--- src/rtl/simon_pkg.sv ---
// Shared types and helpers for the Simon button conditioning path.
package simon_pkg;

    localparam int NUM_BTN = 4;
    localparam int OWNER_W = $clog2(NUM_BTN) + 1;

    typedef logic [NUM_BTN-1:0] btn_vec_t;
    typedef logic [OWNER_W-1:0] owner_t;

    // Out-of-range index meaning "no button owns the output".
    localparam owner_t OWNER_NONE = owner_t'(NUM_BTN);

    typedef enum logic {
        ST_IDLE  = 1'b0,
        ST_OWNED = 1'b1
    } own_state_t;

    // Isolate the lowest set bit (two's-complement trick).
    function automatic btn_vec_t lowest_set(input btn_vec_t v);
        return v & (~v + btn_vec_t'(1));
    endfunction

    // One-hot (or zero) vector to channel index; zero maps to OWNER_NONE.
    function automatic owner_t oh_to_index(input btn_vec_t oh);
        owner_t idx;
        idx = OWNER_NONE;
        for (int i = NUM_BTN - 1; i >= 0; i--) begin
            if (oh[i]) idx = owner_t'(i);
        end
        return idx;
    endfunction

    // Channel index to one-hot; OWNER_NONE maps to all zeros.
    function automatic btn_vec_t index_to_oh(input owner_t idx);
        btn_vec_t oh;
        oh = '0;
        for (int i = 0; i < NUM_BTN; i++) begin
            if (idx == owner_t'(i)) oh[i] = 1'b1;
        end
        return oh;
    endfunction

endpackage

--- src/rtl/simon_button_conditioner_if.sv ---
// Button-side bundle between the raw pins / tick config and the conditioner.
interface simon_button_conditioner_if;
    import simon_pkg::*;

    logic [15:0] ticks_per_milli;
    btn_vec_t    btn_raw;
    btn_vec_t    btn_level;
    btn_vec_t    btn_press;
    btn_vec_t    btn_release;
    logic        btn_busy;

    modport master (
        output ticks_per_milli, btn_raw,
        input  btn_level, btn_press, btn_release, btn_busy
    );

    modport slave (
        input  ticks_per_milli, btn_raw,
        output btn_level, btn_press, btn_release, btn_busy
    );

endinterface

--- src/rtl/simon_debounce_ch.sv ---
// One button channel: synchroniser chain, millisecond debounce counter and
// the debounced state flop. A new level is accepted only after it has been
// seen continuously for DEBOUNCE_MS millisecond ticks.
module simon_debounce_ch #(
    parameter int SYNC_STAGES = 2,
    parameter int DEBOUNCE_MS = 10,
    parameter bit ACTIVE_LOW  = 1'b0
) (
    input  logic clk,
    input  logic rst_n,
    input  logic ms_tick,
    input  logic btn_raw,
    output logic btn_deb
);

    localparam int CNT_W = $clog2(DEBOUNCE_MS + 1);
    localparam logic [CNT_W-1:0] CNT_LAST = CNT_W'(DEBOUNCE_MS - 1);

    logic [SYNC_STAGES-1:0] sync_q, sync_d;
    logic                   deb_q, deb_d;
    logic [CNT_W-1:0]       cnt_q, cnt_d;
    logic                   sync_out;

    assign sync_out = sync_q[SYNC_STAGES-1];
    assign btn_deb  = deb_q;

    // Shift the (polarity-normalised) raw pin through the synchroniser.
    always_comb begin
        sync_d = {sync_q[SYNC_STAGES-2:0], btn_raw ^ ACTIVE_LOW};
    end

    // Count ticks while the synchronised level disagrees; any agreement restarts.
    always_comb begin
        deb_d = deb_q;
        cnt_d = cnt_q;
        if (sync_out == deb_q) begin
            cnt_d = '0;
        end else if (ms_tick) begin
            if (cnt_q == CNT_LAST) begin
                deb_d = sync_out;
                cnt_d = '0;
            end else begin
                cnt_d = cnt_q + CNT_W'(1);
            end
        end
    end

    // Channel state registers.
    always_ff @(posedge clk or negedge rst_n) begin
        if (!rst_n) begin
            sync_q <= '0;
            deb_q  <= 1'b0;
            cnt_q  <= '0;
        end else begin
            sync_q <= sync_d;
            deb_q  <= deb_d;
            cnt_q  <= cnt_d;
        end
    end

endmodule

--- src/rtl/simon_button_conditioner.sv ---
// Conditions the four raw Simon buttons: shared ms prescaler, per-channel
// debounce, then a single-owner arbiter producing a one-hot held level and
// one-cycle press/release events.
module simon_button_conditioner
    import simon_pkg::*;
#(
    parameter int SYNC_STAGES = 2,
    parameter int DEBOUNCE_MS = 10,
    parameter bit ACTIVE_LOW  = 1'b0
) (
    input  logic                       clk,
    input  logic                       rst_n,
    simon_button_conditioner_if.slave  bus
);

    logic [15:0] presc_q, presc_d, presc_lim;
    logic        ms_tick;
    btn_vec_t    deb;
    btn_vec_t    deb_prev_q, deb_prev_d;
    btn_vec_t    rise, owner_oh;
    own_state_t  state_q, state_d;
    owner_t      owner_q, owner_d;
    btn_vec_t    level_q, level_d;
    btn_vec_t    press_q, press_d;
    btn_vec_t    release_q, release_d;
    logic        busy_q, busy_d;

    // A limit of 0 behaves like 1; ">=" lets a lowered limit wrap promptly.
    assign presc_lim = (bus.ticks_per_milli == 16'd0) ? 16'd1 : bus.ticks_per_milli;
    assign ms_tick   = (presc_q >= presc_lim - 16'd1);

    // Free-running millisecond prescaler.
    always_comb begin
        presc_d = ms_tick ? 16'd0 : presc_q + 16'd1;
    end

    generate
        for (genvar gi = 0; gi < NUM_BTN; gi++) begin : g_ch
            simon_debounce_ch #(
                .SYNC_STAGES (SYNC_STAGES),
                .DEBOUNCE_MS (DEBOUNCE_MS),
                .ACTIVE_LOW  (ACTIVE_LOW)
            ) u_ch (
                .clk     (clk),
                .rst_n   (rst_n),
                .ms_tick (ms_tick),
                .btn_raw (bus.btn_raw[gi]),
                .btn_deb (deb[gi])
            );
        end
    endgenerate

    // Only fresh rises are candidates, so buttons held across an owned
    // period never get a late press.
    assign rise     = deb & ~deb_prev_q;
    assign owner_oh = index_to_oh(owner_q);

    // Owner FSM and next-cycle output values.
    always_comb begin
        state_d    = state_q;
        owner_d    = owner_q;
        deb_prev_d = deb;
        level_d    = '0;
        press_d    = '0;
        release_d  = '0;
        busy_d     = |deb;
        case (state_q)
            ST_IDLE: begin
                if (|rise) begin
                    press_d = lowest_set(rise);
                    level_d = press_d;
                    owner_d = oh_to_index(press_d);
                    state_d = ST_OWNED;
                end
            end
            ST_OWNED: begin
                if (|(owner_oh & ~deb)) begin
                    release_d = owner_oh;
                    owner_d   = OWNER_NONE;
                    state_d   = ST_IDLE;
                end else begin
                    level_d = owner_oh;
                end
            end
            default: begin
                owner_d = OWNER_NONE;
                state_d = ST_IDLE;
            end
        endcase
    end

    // Prescaler, arbiter state and registered outputs.
    always_ff @(posedge clk or negedge rst_n) begin
        if (!rst_n) begin
            presc_q    <= '0;
            state_q    <= ST_IDLE;
            owner_q    <= OWNER_NONE;
            deb_prev_q <= '0;
            level_q    <= '0;
            press_q    <= '0;
            release_q  <= '0;
            busy_q     <= 1'b0;
        end else begin
            presc_q    <= presc_d;
            state_q    <= state_d;
            owner_q    <= owner_d;
            deb_prev_q <= deb_prev_d;
            level_q    <= level_d;
            press_q    <= press_d;
            release_q  <= release_d;
            busy_q     <= busy_d;
        end
    end

    assign bus.btn_level   = level_q;
    assign bus.btn_press   = press_q;
    assign bus.btn_release = release_q;
    assign bus.btn_busy    = busy_q;

endmodule

--- src/flat_wrapper.sv ---
// flat-port wrapper written by rule: the top's interface ports become plain ports
module simon_button_conditioner_flat import simon_pkg::*;
#(
    parameter int SYNC_STAGES = 2,
    parameter int DEBOUNCE_MS = 10,
    parameter bit ACTIVE_LOW  = 1'b0
)
  (clk, rst_n, bus_ticks_per_milli, bus_btn_raw, bus_btn_level, bus_btn_press, bus_btn_release, bus_btn_busy);
  simon_button_conditioner_if bus_i ();
  input  logic clk;
  input  logic rst_n;
  input wire logic [$bits(bus_i.ticks_per_milli)-1:0] bus_ticks_per_milli;
  input wire logic [$bits(bus_i.btn_raw)-1:0] bus_btn_raw;
  output wire logic [$bits(bus_i.btn_level)-1:0] bus_btn_level;
  output wire logic [$bits(bus_i.btn_press)-1:0] bus_btn_press;
  output wire logic [$bits(bus_i.btn_release)-1:0] bus_btn_release;
  output wire logic [$bits(bus_i.btn_busy)-1:0] bus_btn_busy;
  assign bus_i.ticks_per_milli = bus_ticks_per_milli;
  assign bus_i.btn_raw = bus_btn_raw;
  assign bus_btn_level = bus_i.btn_level;
  assign bus_btn_press = bus_i.btn_press;
  assign bus_btn_release = bus_i.btn_release;
  assign bus_btn_busy = bus_i.btn_busy;
  simon_button_conditioner #(.SYNC_STAGES(SYNC_STAGES), .DEBOUNCE_MS(DEBOUNCE_MS), .ACTIVE_LOW(ACTIVE_LOW)) u_core (.clk(clk), .rst_n(rst_n), .bus(bus_i));
endmodule
--- config.mk ---
export PLATFORM = sky130hd
export DESIGN_NAME = simon_button_conditioner_flat
export DESIGN_NICKNAME = d
export VERILOG_FILES = /design/src/rtl/simon_pkg.sv /design/src/rtl/simon_button_conditioner_if.sv /design/src/rtl/simon_debounce_ch.sv /design/src/rtl/simon_button_conditioner.sv /design/src/flat_wrapper.sv
export SDC_FILE = /design/constraint.sdc
export NUM_CORES = 1
export LEC_CHECK = 0
export ABC_AREA = 0
export CAP_MARGIN = 5
export CORE_ASPECT_RATIO = 2
export CORE_MARGIN = 2
export CORE_UTILIZATION = 60
export CTS_BUF_LIST = sky130_fd_sc_hd__clkbuf_8
export DETAILED_ROUTE_END_ITERATION = 10
export HOLD_SLACK_MARGIN = 0.12
export MAX_ROUTING_LAYER = met4
export PLACE_DENSITY = 0.91
export SLEW_MARGIN = 20
export SYNTH_ARGS = -nofsm -noshare
export SYNTH_HDL_FRONTEND = slang
export SYNTH_SLANG_ARGS = --single-unit
--- constraint.sdc ---
create_clock -name clk -period 6.25 [get_ports clk]
set_input_delay 0.625 -clock clk [delete_from_list [all_inputs] [get_ports clk]]
set_output_delay 0.625 -clock clk [all_outputs]
set_load 0.02 [all_outputs]
# Yosys cells after proc, flatten, opt, wreduce, memory -nomap -nowiden
# Cells that the tools add are included.
[word_totals]
register_bits = 65
out_inout_bits = 13
[op_classes]
addsub = 7
magnitude_cmp = 1
eq_ne = 13
mux = 34
bitwise_logic = 11
reduce_logical = 14
[op_table]
columns = ["operator", "n"]
rows = [
  ["4-bit two-way mux", 17],
  ["16-bit two-way mux", 2],
  ["4-bit by 1-bit adder with 4-bit output, second input constant", 5],
  ["3-bit two-way mux", 6],
  ["16-bit by 1-bit adder with 16-bit output, second input constant", 1],
  ["4-bit == test, second input constant", 4],
  ["16-bit greater-or-equal comparator", 1],
  ["16-bit logical NOT", 1],
  ["16-bit by 1-bit subtractor with 16-bit output, second input constant", 1],
  ["4-bit AND", 3],
  ["4-bit NOT", 3],
  ["3-bit AND reduction", 4],
  ["4-bit OR reduction", 3],
  ["4-bit one-hot mux with 2 select lines", 1],
  ["2-bit nonzero test", 4],
  ["3-bit by 2-bit == test with 1-bit output, second input constant", 2],
  ["1-bit two-way mux", 6],
  ["3-bit one-hot mux with 2 select lines", 1],
  ["1-bit NOT", 5],
  ["1-bit == test", 4],
  ["3-bit by 1-bit == test with 1-bit output, second input constant", 1],
  ["3-bit logical NOT", 1],
  ["2-bit by 1-bit inequality test with 1-bit output, second input constant", 1],
  ["2-bit inequality test, second input constant", 1],
  ["other kinds (2)", 2],
]

# Depth between registers and ports, before layout
# Gate-level depths: netlist of the first run.
[depth]
depth_word = 11
ltp_mapped = 19
depth_no_buf = 16

# Cells and area by module
# Synthesis of the first run repeated with hierarchy kept, for this count alone.
[hier_totals]
hier_cells = 319
area_unflattened_um2 = 3354.5
[by_module_without_submodules]
columns = ["mod", "n_inst", "cells_per_inst", "area_per_inst_um2"]
rows = [
  ["simon_button_conditioner", 1, 210, 2109.5],
  ["simon_debounce_ch (u_core.g_ch[1].u_ch ...)", 3, 26, 302.8],
  ["simon_debounce_ch (u_core.g_ch[0].u_ch)", 1, 31, 336.6],
]

# Worst setup path before layout of the first run
# Ideal clock, no wire load.
[synth_path]
path_type = "input to register"
from = "input bus_ticks_per_milli[5]"
to = "register u_core.g_ch[0].u_ch.cnt_q[2]"
setup_time_ns = 0.066
t_arrival_ns = 4.903
required_time_ns = 6.184
slack_ns = 1.281
cell_stages = 19
n_path_buf = 3
path_cell_list = "or4_1 > or4b_1 > buf_2 > or4_4 > nor4_1 > nor2_1 > ha_1 > nand2b_1 > nor4_1 > xnor2_1 > ha_1 > nand4_1 > nor3_1 > o311ai_0 > nand3_1 > clkbuf_1 > buf_1 > nand3_1 > nand2_1"
[synth_between]
elab_chain_cells = 5
[synth_lines]
columns = ["item", "line_no", "rtl"]
rows = [
  ["start, declared", "flat_wrapper.sv:12", "input wire logic [$bits(bus_i.ticks_per_milli)-1:0] bus_ticks_per_milli;"],
  ["16-bit logical NOT", "simon_button_conditioner.sv:29", "assign presc_lim = (bus.ticks_per_milli == 16'd0) ? 16'd1 : bus.ticks_per_milli;"],
  ["16-bit two-way mux (*)", "simon_button_conditioner.sv:29", ""],
  ["16-bit by 1-bit subtractor with 16-bit output (*)", "simon_button_conditioner.sv:30", "assign ms_tick = (presc_q >= presc_lim - 16'd1);"],
  ["16-bit greater-or-equal comparator (*)", "simon_button_conditioner.sv:30", ""],
  ["2-bit nonzero test (no line) (*)", "-", ""],
  ["end signal, assigned", "simon_debounce_ch.sv:57", "cnt_q <= cnt_d;"],
  ["end, declared", "simon_debounce_ch.sv:21", "logic [CNT_W-1:0] cnt_q, cnt_d;"],
]
# Mark *: on every way between the ends. The rest lies on a longest branch, timed or not.
# A chain may end at the register's enable or synchronous reset.

# Final worst setup path of the first run
[layout_path]
from = "input bus_ticks_per_milli[4]"
to = "register u_core.g_ch[2].u_ch.cnt_q[3]"
[layout_between]
elab_chain_cells = 5
[layout_lines]
columns = ["item", "line_no"]
rows = [
  ["16-bit logical NOT", "simon_button_conditioner.sv:29"],
  ["16-bit two-way mux (*)", "simon_button_conditioner.sv:29"],
  ["16-bit by 1-bit subtractor with 16-bit output (*)", "simon_button_conditioner.sv:30"],
  ["16-bit greater-or-equal comparator (*)", "simon_button_conditioner.sv:30"],
  ["2-bit nonzero test (no line) (*)", "-"],
  ["end signal, assigned", "simon_debounce_ch.sv:57"],
  ["end, declared", "simon_debounce_ch.sv:21"],
]
# Marks and branches as above.

==> results.json, run 1 <==
{
  "status": "finished, final reports clean",
  "hold_path_end": "u_core.g_ch[1].u_ch.sync_q[1]$_DFF_PN0_",
  "antenna_found_initial": 0,
  "multi_input_area_mm2": 0.00167,
  "ys_warn_count": 0,
  "worst-path-max-fanout": 44,
  "fillerInstances": 387,
  "fp.coreArea_mm2": 0.00542,
  "grt_max_degree": 66,
  "p_comb_share_pct": 13.4,
  "worstMarginPinSlew_ns": 0.785,
  "die_w_um": 57.0,
  "cts-buffers-inserted": 9,
  "cp_slowest_cell": "or4b_1",
  "drive_above_1_share_pct": 9.12,
  "max_stage_delay_ns": 0.60,
  "synth-seq-cells": 65,
  "maxCapViolations": 0,
  "timing.rr.end": "u_core.g_ch[1].u_ch.btn_deb$_DFFE_PN0P_",
  "detail-route-antenna-nets": 0,
  "grt_overflow": 0,
  "period_needed_ns": 5.39,
  "clkTransAtPathRegs_ns": 0.07,
  "ys.flop_type": "dfrtp_1",
  "gp_congestion": 0.870,
  "swShare_pct": 28.1,
  "syn_nets": 374,
  "dieArea_mm2": 0.00627,
  "min_from": "u_core.g_ch[1].u_ch.sync_q[0]$_DFF_PN0_",
  "grt_pass1_vias": 2552,
  "ir_drop_mv": 0.197,
  "p_per_area_mw_per_mm2": 229,
  "vias": 2523,
  "drc": 0,
  "synth_top_cell_by_area": "dfrtp_1",
  "grt_util_met1_pct": 23.1,
  "critPathArrivalTime_ns": 5.63,
  "clock_path_buffers": 2,
  "dp_hpwl_um": 5270,
  "initial_core_util_pct": 62.2,
  "power_mw": 0.909,
  "p_leak_nw": 1.81,
  "post_cts_buffers": 0,
  "synthArstFlopShare_pct": 100,
  "stdcell_count": 433,
  "grt_pass1_wl_um": 11400,
  "synth_area_mm2": 0.00337,
  "synth_edf_count": 0,
  "regToRegSetupSlack_ns": 3.83,
  "first_pass_iters": 5,
  "min_path_type": "reg2reg",
  "timing.rr.start": "u_core.presc_q[1]$_DFF_PN0_",
  "grt_util_met3_pct": 5.02,
  "rows": 38,
  "antenna_cells": 0,
  "synth_top_cells_by_area": "dfrtp_1, ha_1, nor2_1",
  "root_buffer": "clkbuf_8",
  "yosysMostFrequentCell": "dfrtp_1",
  "cts.hold.buffers_added": 0,
  "clock-sinks": 65,
  "synth_cell_types": 45,
  "final.period_utilization_pct": 86.3,
  "seqPwrFrac_pct": 51.8,
  "tritoncts": "built",
  "hold_viol_final": 0,
  "synthToLayoutAreaGrowth_pct": 17.8,
  "fin_setup_tns_ns": 0,
  "die_h_um": 110,
  "holdPathStages": 0,
  "nNetsFinal": 416,
  "grt_use_total_pct": 25.2,
  "cts_htree_levels": 3,
  "grt.met2_usage_pct": 47.4,
  "worstPathRequired_ns": 6.48,
  "timing.hold.ws_ns": 0.352,
  "drt_iter0_drc": 101,
  "wl_per_cell_um": 16.5,
  "pwr-share-clk_pct": 34.8,
  "slew_viol_final": 0,
  "yosysTopAreaCellShare_pct": 47.5,
  "setup_viol": 0,
  "crit_chain": "clkdlybuf4s50_1 > or4_1 > or4b_1 > or4_4 > nor4_1 > nor2_1 > ha_1 > nand2b_1 > nor4_1 > xnor2_1 > ha_1 > nand4_1 > nor3_1 > o311ai_0 > nand3_1 > buf_12 > a41oi_1 > a311oi_1",
  "intPower_mw": 0.654,
  "crit_type": "in2reg",
  "synthTopCellsByCount": "dfrtp_1, nor2_1, ha_1",
  "end_kind": "register",
  "numPortBuffers": 34,
  "cp-start-kind": "input port",
  "ff2ff_path_depth": 8,
  "relSlewSlack_pct": 47.7,
  "grt-busiest-layer": "met2",
  "power_switching_mw": 0.255,
  "synth_area_per_cell_um2": 10.3,
  "ys_seq_area_share_pct": 48.3,
  "rsz0062_at_grt": "false",
  "max_freq_mhz": 185,
  "seq_area_mm2": 0.00163,
  "wirelength_um": 7150,
  "dp_cells": 417,
  "post_cts_resized": 0,
  "synth_cells": 326,
  "finalClockSkew_ns": 0.00615,
  "via_per_inst": 5.83,
  "io_pins": 35,
  "clkLatencyLatePin_ns": 0.35
}
area by class of cell:
class | count | share of cell area, %
tap | 60 | 1.89
multi-input combinational | 241 | 42.0
clock buffer | 10 | 3.47
timing repair buffer | 36 | 9.14
sequential | 65 | 41.0
clock inverter | 6 | 1.10
inverter | 15 | 1.42
power by group through the flow:
stage / Clock, mW / Sequential (mW) / Combinational [mW]
after floorplan: 0 / 0.471 / 0.0727
after global placement: 0 / 0.477 / 0.114
after detailed placement: 0 / 0.478 / 0.121
after CTS: 0.324 / 0.470 / 0.123
after global routing: 0.342 / 0.473 / 0.137
final: 0.316 / 0.471 / 0.122
worst max-delay path: cells and delay by family:
kind,cells,cell delay (ns)
xor+xnor,1,0.13
fa+ha+maj,2,0.55
buf+inv,2,0.71
simple gates,10,2.95
compound gates,3,0.63
flip-flops by register name, indices dropped and copies added (netlist names):
name and flops:
u_core.g_ch.u_ch.btn_deb 4, u_core.owner_q 3, u_core.bus.btn_press 4, u_core.bus.btn_busy 1, u_core.g_ch.u_ch.sync_q 8, u_core.presc_q 16, u_core.bus.btn_release 4, u_core.deb_prev_q 4
u_core.g_ch.u_ch.cnt_q 16, u_core.state_q 1, u_core.bus.btn_level 4
worst max-delay path by stage:
| stage | startpoint | to | slack, ns | cells past startpoint |
|---|---|---|---|---|
| floorplan | bus_ticks_per_milli[5] | u_core.g_ch[0].u_ch.cnt_q[2]$_DFFE_PN0P_ | 1.28 | 19 |
| global placement | bus_ticks_per_milli[4] | u_core.g_ch[3].u_ch.cnt_q[3]$_DFFE_PN0P_ | 0.83 | 18 |
| detailed placement | bus_ticks_per_milli[5] | u_core.g_ch[3].u_ch.cnt_q[3]$_DFFE_PN0P_ | 0.52 | 18 |
| CTS | bus_ticks_per_milli[4] | u_core.g_ch[0].u_ch.cnt_q[3]$_DFFE_PN0P_ | 0.90 | 18 |
| global route | bus_ticks_per_milli[4] | u_core.g_ch[1].u_ch.cnt_q[3]$_DFFE_PN0P_ | 0.55 | 18 |
| finish | bus_ticks_per_milli[4] | u_core.g_ch[2].u_ch.cnt_q[3]$_DFFE_PN0P_ | 0.86 | 18 |
cells in the final DEF, fill, tap and decap left out, types with 2 or more instances in the layout:
master / instances
dfrtp_1: 64
nor2_1: 49
clkdlybuf4s50_1: 33
ha_1: 26
nand2_1: 24
xnor2_1: 21
inv_1: 15
nand3_1: 13
nor3_1: 12
clkbuf_8: 10
xor2_1: 9
and3_1: 8
mux2i_1: 8
a21oi_1: 7
o21ai_0: 6
nand2b_1: 5
a31o_2: 5
a211o_1: 5
nor4_1: 4
mux2_2: 4
a41oi_1: 4
a311oi_1: 4
clkinvlp_4: 4
nor2b_1: 3
or4_1: 2
or2_2: 2
or3_1: 2
o22ai_1: 2
cells by family after synthesis:
kind of cell / Yosys count / share of synthesized area, %
multiplexers: 13 / 4.38
adder cells (fa/ha/maj): 26 / 9.65
AO/OA/AOI/OAI: 41 / 9.20
buffers and inverters: 20 / 2.26
XOR/XNOR: 30 / 7.79
AND/OR/NAND/NOR: 131 / 18.4
flip-flops: 65 / 48.3
per-stage QoR:
stage | setup WS, ns | instance area, um2 | utilization, %
after detailed placement | 0.522 | 3790 | 69.9
after floorplan | 1.28 | 3370 | -
after global placement | 0.825 | 3790 | 69.9
after global routing | 0.553 | 3970 | 73.3
after CTS | 0.897 | 3970 | 73.3
final | 0.857 | 3970 | 73.3
layer usage:
metal / share of wire (%) / vias up
met1: 35 / 1199
met3: 3.7 / 20
met5: 0 / -
met4: 3.5 / 0
met2: 58 / 73
li1: - / 1231
No activity file was read; power rests on OpenSTA's default activity.
==> run 2, diff against run 1 <==
Settings changed: CORE_ASPECT_RATIO 2 to 1.5, CORE_MARGIN 2 to unset, CTS_CLUSTER_DIAMETER set to 40.
==> results.json, run 2 (synthesized netlist as in run 1, its figures left out) <==
{
  "drc": 0,
  "gp_congestion": 0.841,
  "regToRegSetupSlack_ns": 3.72,
  "dieArea_mm2": 0.00593,
  "crit_chain": "clkdlybuf4s50_1 > or4_1 > or4b_1 > or4_4 > nor4_1 > nor2_1 > ha_1 > nand2b_1 > nor4_1 > xnor2_1 > ha_1 > nand4_1 > nor3_1 > o311ai_0 > nand3_1 > buf_4 > a41oi_1 > a311oi_1",
  "post_cts_resized": 0,
  "seq_area_mm2": 0.00163,
  "numPortBuffers": 34,
  "rsz0062_at_grt": "false",
  "cp_slowest_cell": "or4b_1",
  "p_leak_nw": 1.82,
  "detail-route-antenna-nets": 0,
  "fp.coreArea_mm2": 0.00545,
  "antenna_cells": 0,
  "setup_viol": 0,
  "holdPathStages": 0,
  "dp_hpwl_um": 4620,
  "die_h_um": 93.8,
  "grt_use_total_pct": 25.2,
  "finalClockSkew_ns": 0.00816,
  "tritoncts": "built",
  "period_needed_ns": 5.56,
  "first_pass_iters": 4,
  "reg_top3": "u_core.g_ch.u_ch.cnt_q: 16 flops, u_core.presc_q: 16 flops, u_core.g_ch.u_ch.sync_q: 8 flops",
  "fin_setup_tns_ns": 0,
  "via_per_inst": 5.77,
  "layout_common_cells": "dfrtp_1, nor2_1, clkdlybuf4s50_1",
  "power_mw": 0.880,
  "slew_viol_final": 0,
  "maxCapViolations": 0,
  "worstPathRequired_ns": 6.48,
  "root_buffer": "clkbuf_8",
  "timing.rr.end": "u_core.g_ch[2].u_ch.btn_deb$_DFFE_PN0P_",
  "critPathArrivalTime_ns": 5.79,
  "dp_worst_setup_slack_ns": 0.355,
  "layout_commonest_cell": "dfrtp_1",
  "cp-start-kind": "input port",
  "wirelength_um": 6450,
  "multi_input_area_mm2": 0.00167,
  "grt_pass1_wl_um": 11200,
  "setup_slack_ns": 0.689,
  "status": "finished, final reports clean",
  "nNetsFinal": 416,
  "path_buf_inv": 2,
  "max_stage_delay_ns": 0.61,
  "ff2ff_path_depth": 8,
  "worst-path-max-fanout": 44,
  "min_from": "u_core.g_ch[1].u_ch.sync_q[0]$_DFF_PN0_",
  "grt_pass1_vias": 2519,
  "p_per_area_mw_per_mm2": 223,
  "fillerInstances": 397,
  "timing.rr.start": "u_core.presc_q[1]$_DFF_PN0_",
  "grt_overflow": 0,
  "worstMarginPinSlew_ns": 0.798,
  "initial_core_util_pct": 61.9,
  "ir_drop_mv": 0.178,
  "hold_viol_final": 0,
  "min_path_type": "reg2reg",
  "critical_path.top_delay_family": "simple AND/OR/NAND/NOR gates",
  "end_kind": "register",
  "cts-buffers-inserted": 9,
  "timing.hold.ws_ns": 0.346,
  "io_pins": 35,
  "clock-sinks": 65,
  "crit_type": "in2reg",
  "rows": 33,
  "antenna_found_initial": 0,
  "post_cts_buffers": 0,
  "drt_iter0_drc": 114,
  "cts.hold.buffers_added": 0,
  "clock_path_buffers": 2,
  "hold_path_end": "u_core.g_ch[1].u_ch.sync_q[1]$_DFF_PN0_",
  "wl_per_cell_um": 14.6,
  "relSlewSlack_pct": 46.8,
  "clkTransAtPathRegs_ns": 0.07,
  "synthToLayoutAreaGrowth_pct": 17.3,
  "max_freq_mhz": 180,
  "die_w_um": 63.2,
  "clkLatencyLatePin_ns": 0.33,
  "final.period_utilization_pct": 89.0,
  "drive_above_1_share_pct": 8.31,
  "cts_htree_levels": 3,
  "vias": 2557,
  "grt_max_degree": 66
}
-- run 2: changes by cell type in the layout (fill, tap and decap cells not counted) --
cell	delta
clkbuf_8	-1
buf_12	-1
buf_4	+1
clkinvlp_4	-3
inv_1	+3
clkinv_4	+1
-- run 2: layout make-up --
class                   count  area share (%)
repair buffers             36            8.86
clock buffers               9            3.13
multi-input cells         241            42.2
clock inverters             7            1.04
inverters                  15            1.42
well taps                  70            2.21
flip-flops and latches     65            41.2
-- run 2: worst max-delay path by stage --
stage,depth (start not counted),end,slack (ns),startpoint
2_1_floorplan,19,u_core.g_ch[0].u_ch.cnt_q[2]$_DFFE_PN0P_,1.28,bus_ticks_per_milli[5]
3_3_place_gp,18,u_core.g_ch[2].u_ch.cnt_q[3]$_DFFE_PN0P_,0.71,bus_ticks_per_milli[4]
3_5_place_dp,18,u_core.g_ch[0].u_ch.cnt_q[3]$_DFFE_PN0P_,0.35,bus_ticks_per_milli[4]
4_1_cts,18,u_core.g_ch[3].u_ch.cnt_q[3]$_DFFE_PN0P_,0.73,bus_ticks_per_milli[4]
5_1_grt,18,u_core.g_ch[0].u_ch.cnt_q[3]$_DFFE_PN0P_,0.29,bus_ticks_per_milli[4]
6_report,18,u_core.g_ch[0].u_ch.cnt_q[3]$_DFFE_PN0P_,0.69,bus_ticks_per_milli[4]
-- run 2: per-layer routing --
| metal | GRT usage [%] | routed length (um) | up-vias |
|---|---|---|---|
| met5 | - | 0 | - |
| met4 | 14.6 | 176 | 0 |
| met3 | 4.37 | 185 | 16 |
| met2 | 40.7 | 3290 | 48 |
| met1 | 29.7 | 2800 | 1261 |
| li1 | - | - | 1232 |
-- run 2: through the flow --
| step | instances | cell area (um2) | util [%] |
|---|---|---|---|
| 2_1_floorplan | 326 | 3370 | - |
| 3_3_place_gp | 427 | 3790 | 69.5 |
| 4_1_cts | 443 | 3960 | 72.6 |
| 5_1_grt | 443 | 3960 | 72.6 |
| 6_report | 443 | 3960 | 72.6 |
| 3_5_place_dp | 427 | 3790 | 69.5 |
-- run 2: where the power goes --
group / switching [mW] / internal (mW)
combinational: 0.0593 / 0.0557
sequential: 0.0270 / 0.444
clock: 0.154 / 0.140
==> run 3, diff against run 2 <==
Settings changed: GPL_TIMING_DRIVEN set to 0.
==> results.json, run 3 (synthesized netlist as in run 1, its figures left out) <==
{
  "end_kind": "register",
  "reg_top3": "u_core.g_ch.u_ch.cnt_q: 16 flops, u_core.presc_q: 16 flops, u_core.g_ch.u_ch.sync_q: 8 flops",
  "layout_commonest_cell": "dfrtp_1",
  "nNetsFinal": 420,
  "setup_viol": 0,
  "dp_cells": 431,
  "first_pass_iters": 4,
  "status": "finished, final reports clean",
  "ir_drop_mv": 0.211,
  "worst-path-max-fanout": 10,
  "worstPathRequired_ns": 6.47,
  "crit_chain": "clkdlybuf4s50_1 > or4_1 > or4b_1 > buf_2 > or4_4 > nor4_1 > nor2_1 > ha_1 > nand2b_1 > nor4_1 > xnor2_1 > ha_1 > nand4_1 > nor3_1 > o311ai_0 > nand3_1 > clkbuf_2 > a41oi_1 > a311oi_1",
  "die_w_um": 63.2,
  "crit_type": "in2reg",
  "max_freq_mhz": 169,
  "gp_congestion": 0.858,
  "cp_slowest_cell": "or4_1",
  "clkTransAtPathRegs_ns": 0.07,
  "cp-start-kind": "input port",
  "cts.hold.buffers_added": 0,
  "dieArea_mm2": 0.00593,
  "io_pins": 35,
  "relSlewSlack_pct": 60.8,
  "grt_pass1_vias": 2608,
  "wl_per_cell_um": 15.1,
  "detail-route-antenna-nets": 0,
  "maxCapViolations": 0,
  "antenna_cells": 0,
  "grt_max_degree": 39,
  "drt_iter0_drc": 76,
  "stdcell_count": 447,
  "clkLatencyLatePin_ns": 0.33,
  "numPortBuffers": 34,
  "power_mw": 0.973,
  "rsz0062_at_grt": "false",
  "grt_pass1_wl_um": 11500,
  "dp_hpwl_um": 4860,
  "hold_viol_final": 0,
  "clock_path_buffers": 2,
  "cts-buffers-inserted": 9,
  "p_leak_nw": 1.87,
  "via_per_inst": 5.75,
  "cts_htree_levels": 3,
  "tritoncts": "built",
  "layout_common_cells": "dfrtp_1, nor2_1, clkdlybuf4s50_1",
  "drive_above_1_share_pct": 9.55,
  "fillerInstances": 389,
  "path_buf_inv": 3,
  "drc": 0,
  "synthToLayoutAreaGrowth_pct": 20.0,
  "finalClockSkew_ns": 0.00786,
  "antenna_found_initial": 0,
  "initial_core_util_pct": 61.9,
  "vias": 2570,
  "critPathArrivalTime_ns": 6.12,
  "fp.coreArea_mm2": 0.00545,
  "final.period_utilization_pct": 94.4,
  "die_h_um": 93.8,
  "clock-sinks": 65,
  "wirelength_um": 6760,
  "max_stage_delay_ns": 0.60,
  "slew_viol_final": 0,
  "critical_path.top_delay_family": "simple AND/OR/NAND/NOR gates",
  "p_per_area_mw_per_mm2": 240,
  "period_needed_ns": 5.90,
  "min_path_type": "in2async",
  "root_buffer": "clkbuf_8",
  "grt_use_total_pct": 26.4,
  "rows": 33,
  "worstMarginPinSlew_ns": 0.581,
  "grt_overflow": 0
}
## run 3: changes by cell type in the layout (fill, tap and decap cells not counted), moves of 2 or more
cell	before	now
bufinv_16	0	2
clkbuf_2	0	4
clkbuf_8	9	11
clkinv_4	2	0
## run 3: worst register-to-register path: stages, from the launching register on
cell      delay [ns]
dfrtp_1         0.41
ha_1            0.32
nor2b_1         0.14
o211a_1         0.20
o311ai_0        0.42
nand3_1         0.42
clkbuf_2        0.33
clkbuf_2        0.26
nand3_1         0.14
nand2_1         0.06
## run 3: layer usage
metal | vias to the layer above | share of wire (%) | wire (um) | GRT usage [%]
li1 | 1238 | - | - | -
met1 | 1267 | 40 | 2670 | 27.9
met2 | 57 | 56 | 3780 | 46.8
met3 | 8 | 3.0 | 203 | 5.58
met4 | 0 | 1.6 | 106 | 12.1
met5 | - | 0 | 0 | -
## run 3: final cells by class
class / count / area [um2] / area share, %
clock inverters: 5 / 72.6 / 1.79
clock buffers: 11 / 151 / 3.74
well taps: 70 / 87.6 / 2.16
flip-flops and latches: 65 / 1630 / 40.2
plain buffers: 5 / 25.0 / 0.618
inverters: 15 / 56.3 / 1.39
repair buffers: 35 / 358 / 8.84
multi-input cells: 241 / 1670 / 41.2
## run 3: stage by stage
stage               utilization [%]  hold slack, ns  area, um2  worst slack, ns  setup TNS [ns]
floorplan                         -           0.329       3370             1.28               0
global placement               69.7           0.336       3800           -0.119          -0.989
detailed placement             70.0           0.335       3820           -0.314           -5.05
CTS                            74.2           0.197       4040           0.0349               0
global route                   74.2           0.206       4050           0.0113               0
finish                         74.2           0.200       4050            0.348               0
## run 3: power breakdown
part / switching (mW) / total (mW) / internal (mW)
Combinational: 0.0567 / 0.113 / 0.0563
Sequential: 0.0271 / 0.471 / 0.444
Clock: 0.146 / 0.388 / 0.243
## run 3: final timing paths
check / startpoint / end / slack, ns / cells after the start
setup / recovery: bus_ticks_per_milli[4] / u_core.g_ch[3].u_ch.cnt_q[3]$_DFFE_PN0P_ / 0.35 / 19
hold reg to reg: u_core.g_ch[1].u_ch.sync_q[0]$_DFF_PN0_ / u_core.g_ch[1].u_ch.sync_q[1]$_DFF_PN0_ / 0.35 / 0
setup reg to reg: u_core.presc_q[1]$_DFF_PN0_ / u_core.g_ch[3].u_ch.cnt_q[2]$_DFFE_PN0P_ / 3.44 / 9
max in group asynchronous: rst_n / u_core.owner_q[2]$_DFFE_PN1P_ / 5.49 / 2
min in group clk: u_core.g_ch[1].u_ch.sync_q[0]$_DFF_PN0_ / u_core.g_ch[1].u_ch.sync_q[1]$_DFF_PN0_ / 0.35 / 0
hold / removal: rst_n / u_core.presc_q[14]$_DFF_PN0_ / 0.20 / 1
## run 3: what timing repair did
action	CTS	global route
endpoints found under the setup margin	0	28
gates resized for setup	0	7
buffers inserted	0	0
